<file path="src/rtl/round_pkg.sv">
// Shared state codes for the round controller, ready block and display.
package round_pkg;

  localparam int STATE_W = 4;

  localparam logic [STATE_W-1:0] ST_IDLE   = 4'b0000;
  localparam logic [STATE_W-1:0] ST_FETCH  = 4'b0010;
  localparam logic [STATE_W-1:0] ST_ANSWER = 4'b0011;
  localparam logic [STATE_W-1:0] ST_LOCK   = 4'b0100;
  localparam logic [STATE_W-1:0] ST_DRAW   = 4'b0110;
  localparam logic [STATE_W-1:0] ST_GOOD   = 4'b1000;
  localparam logic [STATE_W-1:0] ST_OUCH   = 4'b1001;
  localparam logic [STATE_W-1:0] ST_WIN    = 4'b1010;
  localparam logic [STATE_W-1:0] ST_LOSE   = 4'b1011;

  typedef enum logic [STATE_W-1:0] {
    S_IDLE   = ST_IDLE,
    S_FETCH  = ST_FETCH,
    S_ANSWER = ST_ANSWER,
    S_LOCK   = ST_LOCK,
    S_DRAW   = ST_DRAW,
    S_GOOD   = ST_GOOD,
    S_OUCH   = ST_OUCH,
    S_WIN    = ST_WIN,
    S_LOSE   = ST_LOSE
  } round_state_e;

endpackage

</file>
<file path="src/rtl/round_ctrl_sec_tick.sv">
// One-second tick generator: counts CLK_PER_SEC enabled clocks, pulses tick on the last one.
module sec_tick #(
  parameter int CLK_PER_SEC = 50_000_000
) (
  input  logic clk,
  input  logic rst_n,
  input  logic en,
  input  logic clr,
  output logic tick
);

  localparam int CNT_W = (CLK_PER_SEC > 1) ? $clog2(CLK_PER_SEC) : 1;
  localparam logic [CNT_W-1:0] TC = CNT_W'(CLK_PER_SEC - 1);

  logic [CNT_W-1:0] cnt_q, cnt_d;

  // tick must not depend on clr: clr is derived from the FSM's next state, which uses tick
  assign tick = en && (cnt_q == TC);

  always_comb begin
    cnt_d = cnt_q + 1'b1;
    if (clr || !en || tick) cnt_d = '0;
  end

  always_ff @(posedge clk or negedge rst_n) begin
    if (!rst_n) cnt_q <= '0;
    else        cnt_q <= cnt_d;
  end

endmodule

</file>
<file path="src/rtl/round_ctrl.sv">
// Per-player round controller: start detect, DB fetch, timed answer window, judging and score.
// Optional macro ROUND_CTRL_LOCKOUT_EN: a wrong answer locks the player out for 1 s instead of losing the round.
//   state  | meaning
//   IDLE   | waiting for OK rising edge
//   FETCH  | Q_REQ issued, waiting for DB_VALID
//   ANSWER | answer window running, SEC_LEFT counts down
//   LOCK   | wrong-answer lockout (macro build only)
//   GOOD   | own correct answer, holding result
//   OUCH   | wrong answer or opponent first, holding result
//   DRAW   | window expired, holding result
//   WIN    | match won, terminal
//   LOSE   | opponent won match, terminal
module round_ctrl
  import round_pkg::*;
#(
  parameter int CLK_PER_SEC = 50_000_000,
  parameter int ANS_SEC     = 5,
  parameter int RESULT_SEC  = 2,
  parameter int WIN_POINTS  = 3
) (
  input  logic               CLK,
  input  logic               RST,
  input  logic               OK,
  input  logic [3:0]         NUM,
  output logic [3:0]         Q_IDX,
  output logic               Q_REQ,
  input  logic               DB_VALID,
  input  logic [3:0]         DB_ANS,
  input  logic               ANS_STB,
  input  logic [3:0]         ANS_VAL,
  input  logic               OPP_HIT,
  output logic               HIT_OUT,
  output logic [STATE_W-1:0] STATE,
  output logic [3:0]         SEC_LEFT,
  output logic [2:0]         SCORE
);

  localparam logic [3:0] ANS_S = 4'(ANS_SEC);
  localparam logic [3:0] RES_S = 4'(RESULT_SEC);
  localparam logic [2:0] WIN_P = 3'(WIN_POINTS);

  round_state_e state_q, state_d;
  logic       ok_q;
  logic [3:0] q_idx_q, q_idx_d;
  logic       q_req_q, q_req_d;
  logic       hit_q, hit_d;
  logic [3:0] ans_q, ans_d;
  logic [3:0] sec_q, sec_d;
  logic [2:0] score_q, score_d;
  logic [2:0] opp_q, opp_d;
  logic       tick, tick_en, tick_clr, own_ok;

  assign tick_en  = (state_q == S_ANSWER) || (state_q == S_LOCK) || (state_q == S_GOOD) ||
                    (state_q == S_OUCH)   || (state_q == S_DRAW);
  assign tick_clr = (state_d != state_q);
  assign own_ok   = ANS_STB && (ANS_VAL == ans_q);

  sec_tick #(.CLK_PER_SEC(CLK_PER_SEC)) u_sec_tick (
    .clk   (CLK),
    .rst_n (RST),
    .en    (tick_en),
    .clr   (tick_clr),
    .tick  (tick)
  );

  always_comb begin
    state_d = state_q;
    q_idx_d = q_idx_q;
    q_req_d = 1'b0;
    hit_d   = 1'b0;
    ans_d   = ans_q;
    sec_d   = sec_q;
    score_d = score_q;
    opp_d   = opp_q;
    case (state_q)
      S_IDLE: begin
        if (OK && !ok_q) begin
          q_idx_d = NUM;
          q_req_d = 1'b1;
          state_d = S_FETCH;
        end
      end
      S_FETCH: begin
        if (DB_VALID) begin
          ans_d   = DB_ANS;
          sec_d   = ANS_S;
          state_d = S_ANSWER;
        end
      end
      S_ANSWER, S_LOCK: begin
        // opponent's hits are tallied even when we win the same cycle: both players score
        if (OPP_HIT && (opp_q != WIN_P)) opp_d = opp_q + 3'd1;
        if ((state_q == S_ANSWER) && own_ok) begin
          hit_d   = 1'b1;
          if (score_q != WIN_P) score_d = score_q + 3'd1;
          sec_d   = RES_S;
          state_d = S_GOOD;
        end else if (OPP_HIT) begin
          sec_d   = RES_S;
          state_d = S_OUCH;
        end else if ((state_q == S_ANSWER) && ANS_STB) begin
`ifdef ROUND_CTRL_LOCKOUT_EN
          state_d = S_LOCK;
`else
          sec_d   = RES_S;
          state_d = S_OUCH;
`endif
        end else if (tick) begin
          if (sec_q == 4'd1) begin
            sec_d   = RES_S;
            state_d = S_DRAW;
          end else begin
            sec_d = sec_q - 4'd1;
            if (state_q == S_LOCK) state_d = S_ANSWER;
          end
        end
      end
      S_GOOD, S_OUCH, S_DRAW: begin
        if (tick) begin
          if (sec_q == 4'd1) begin
            if (score_q == WIN_P)    state_d = S_WIN;
            else if (opp_q == WIN_P) state_d = S_LOSE;
            else                     state_d = S_IDLE;
          end else begin
            sec_d = sec_q - 4'd1;
          end
        end
      end
      S_WIN, S_LOSE: ;
      default: state_d = S_IDLE;
    endcase
  end

  always_ff @(posedge CLK or negedge RST) begin
    if (!RST) begin
      state_q <= S_IDLE;
      ok_q    <= 1'b0;
      q_idx_q <= '0;
      q_req_q <= 1'b0;
      hit_q   <= 1'b0;
      ans_q   <= '0;
      sec_q   <= '0;
      score_q <= '0;
      opp_q   <= '0;
    end else begin
      state_q <= state_d;
      ok_q    <= OK;
      q_idx_q <= q_idx_d;
      q_req_q <= q_req_d;
      hit_q   <= hit_d;
      ans_q   <= ans_d;
      sec_q   <= sec_d;
      score_q <= score_d;
      opp_q   <= opp_d;
    end
  end

  assign STATE    = state_q;
  assign Q_IDX    = q_idx_q;
  assign Q_REQ    = q_req_q;
  assign HIT_OUT  = hit_q;
  assign SCORE    = score_q;
  assign SEC_LEFT = ((state_q == S_ANSWER) || (state_q == S_LOCK)) ? sec_q : 4'd0;

endmodule

</file>
<file path="config.mk">
export PLATFORM = sky130hd
export DESIGN_NAME = round_ctrl
export DESIGN_NICKNAME = d
export VERILOG_FILES = /design/src/rtl/round_pkg.sv /design/src/rtl/round_ctrl_sec_tick.sv /design/src/rtl/round_ctrl.sv
export SDC_FILE = /design/constraint.sdc
export NUM_CORES = 1
export LEC_CHECK = 0
export CORE_MARGIN = 1.5
export CORE_UTILIZATION = 46
export CTS_CLUSTER_SIZE = 10
export DETAILED_ROUTE_END_ITERATION = 7
export PLACE_DENSITY = 0.73
export SKIP_LAST_GASP = 1
export SYNTH_ARGS = -nofsm -noshare
export SYNTH_HDL_FRONTEND = slang
export SYNTH_SLANG_ARGS = --single-unit
</file>
<file path="constraint.sdc">
create_clock -name CLK -period 3.36 [get_ports CLK]
set_clock_uncertainty 0.2 [all_clocks]
set_input_delay 0.504 -clock CLK [delete_from_list [all_inputs] [get_ports CLK]]
set_output_delay 0.504 -clock CLK [all_outputs]
set_load 0.03 [all_outputs]
</file>
==> reports/results.ini <==
[finish]
drive_gt1_frac=0.101
layout_common_cells=dfrtp_1 (51), nor2_1 (49), nand2_1 (37)
final_cell_area_mm2=0.00326
antennaDiodeCount=0
area_growth_pct=19.7
layout.cells.most_common=dfrtp_1
layout.nets=350
instances_no_fill=398
fill_cells=505
utilization=0.582

[power_and_ir_drop]
sw_frac_of_total=0.196
p_clk_frac=0.397
internal-power_mw=0.879
power_density_mw_per_mm2=335
combPwrFrac=0.040
ir_drop_v=0.000215
switching_power_mw=0.215
leakage_nw=1.38
p_seq_frac=0.564

[yosys]
synth_top_area_share=0.468
yosysWarnings=0
netlist_top_cells_area=dfrtp_1 (47%), nor2_1 (6.7%), nand2_1 (5.1%), xnor2_1 (4.8%), xor2_1 (4.5%)
synth-seq-cells=51
synthCells=287
ys_seq_area_frac=0.468
synth_enable_flop_cells=0
synth_area_leader_cell=dfrtp_1
ys.flop_type=dfrtp_1
syn_nets=312
syn_area_mm2=0.00273
avgSynthCellArea_um2=9.50
synth_cell_types=52
synth-async-reset-ratio=1.00

[clock_network]
post-cts-setup-buffer-count=0
cts_hold_buf=0
clockBufferDepth=2
cts_root_buffer=clkbuf_8
cts-resized-gates=0
numCtsBuffers=5
clock-sinks=51
clkTransAtPathRegs_ps=90
insertion_delay_ps=300
cts_max_level=2
cts_tree=yes

[drt]
drt_iter0_markers=156
drt_first_pass_iters=4
ant_nets=0
drt_wl_total_um=5340
drc_errors=0
num_vias=2091
drt-wirelength-per-cell_um=13.4
viasPerCell=5.25

[placed_design]
dpl.hpwl_um=3960
postPlaceCellArea_mm2=0.00314
place_ws_ps=384
place_congestion=0.886
port_buffers=34
placed_cells=390

[setup_path]
crit_required_ps=2660
arrival_ps=2480
cp_max_fo=12
critPathCaptureType=primary output
crit_path_start_kind=register
crit_chain=or3b_1, a21oi_2, inv_1, nor2_1, clkdlybuf4s50_1
path_class=register to primary output
critPathSlowestCell=clkdlybuf4s50_1
crit_family=buffers and inverters
slowest_delay_ps=680
critPathBufInv=2

[grt]
grt_pass1_wl_um=9180
track_usage=0.183
grt_pass1_vias=2106
grt_max_degree=29
gr-total-overflow=0
antenna_found_initial=0

[die]
io_pins=35
dieArea_mm2=0.00640
start_util=0.486
die_h_um=80.0
dieWidth_um=80.0
rows=27
fp.coreArea_mm2=0.00561

[timing]
tightest_slew_ps=601
setup_tns_ps=0
worst_slack_ps=179
period_share=0.947
fmax_mhz=314
slew_violations=0
finalSetupViolCount=0
rsz0062_at_grt=false
period_needed_ps=3180
relSlewSlack=0.599
hold_viol_final=0

[outcome]
status=finished, final reports clean

[job]
cap_violations=0

[min_path]
hold_path.class=input port to asynchronous set/reset pin

-- synth_stat cells (4+ instances only) --
cell	count
dfrtp_1	51
nor2_1	49
nand2_1	37
xnor2_1	15
xor2_1	14
inv_1	11
nand3_1	11
nor3_1	9
a21oi_1	7
and3_1	7
ha_1	7
mux2_2	6
o21ai_0	6
clkbuf_1	4
nand4_1	4
-- per-layer routing --
metal	wire, um	track usage
met1	2500	0.235
met5	0	0
met3	162	0.0309
met2	2580	0.308
met4	87	0.0690
-- final cells by class --
| type | instances | area (um^2) | area share |
|---|---|---|---|
| Multi-Input combinational cell | 216 | 1360 | 0.416 |
| Sequential cell | 51 | 1280 | 0.391 |
| Timing Repair Buffer | 40 | 380 | 0.117 |
| Tap cell | 72 | 90.1 | 0.0276 |
| Clock buffer | 6 | 82.6 | 0.0253 |
| Inverter | 11 | 41.3 | 0.0126 |
| Clock inverter | 2 | 35.0 | 0.0107 |
-- state kept, by name, indices dropped and copies added, names as in the netlist, 3 cells and up --
signal and flops:
ans_q 4, SCORE 3, STATE 4, u_sec_tick.cnt_q 26, opp_q 3, sec_q 4, Q_IDX 4
-- power groups by stage --
stage	clock network (mW)	logic, mW	registers [mW]
after global routing	0.471	0.0491	0.617
after CTS	0.452	0.0448	0.616
final	0.434	0.0435	0.616
after detailed placement	0	0.0445	0.628
after global placement	0	0.0442	0.628
after floorplan	0	0.00743	0.629
-- kinds of logic after synthesis --
group,after synthesis,synth area share
AO/OA/AOI/OAI,29,0.0757
buffers and inverters,20,0.0353
AND/OR/NAND/NOR,142,0.258
adder cells (fa/ha/maj),7,0.0321
multiplexers,9,0.0376
XOR/XNOR,29,0.0931
flip-flops,51,0.468
-- stage by stage --
stage	total power, mW	hold slack (ps)
global placement	0.673	262
CTS	1.11	14.5
global route	1.14	51.6
detailed placement	0.673	267
floorplan	0.636	8.41
finish	1.09	2.24
-- worst paths after layout --
path                                      start                    to  slack (ps)  cells after the start
max in group asynchronous                   RST              sec_q[3]        2360                      2
setup reg to reg           u_sec_tick.cnt_q[10]              sec_q[3]         470                      8
min in group CLK                       opp_q[0]              opp_q[0]         280                      1
hold reg to reg                        opp_q[0]              opp_q[0]         280                      1
hold / removal                              RST  u_sec_tick.cnt_q[12]           2                      1
setup / recovery                       STATE[1]           SEC_LEFT[2]         180                      5
No activity file was read; power rests on OpenSTA's default activity.
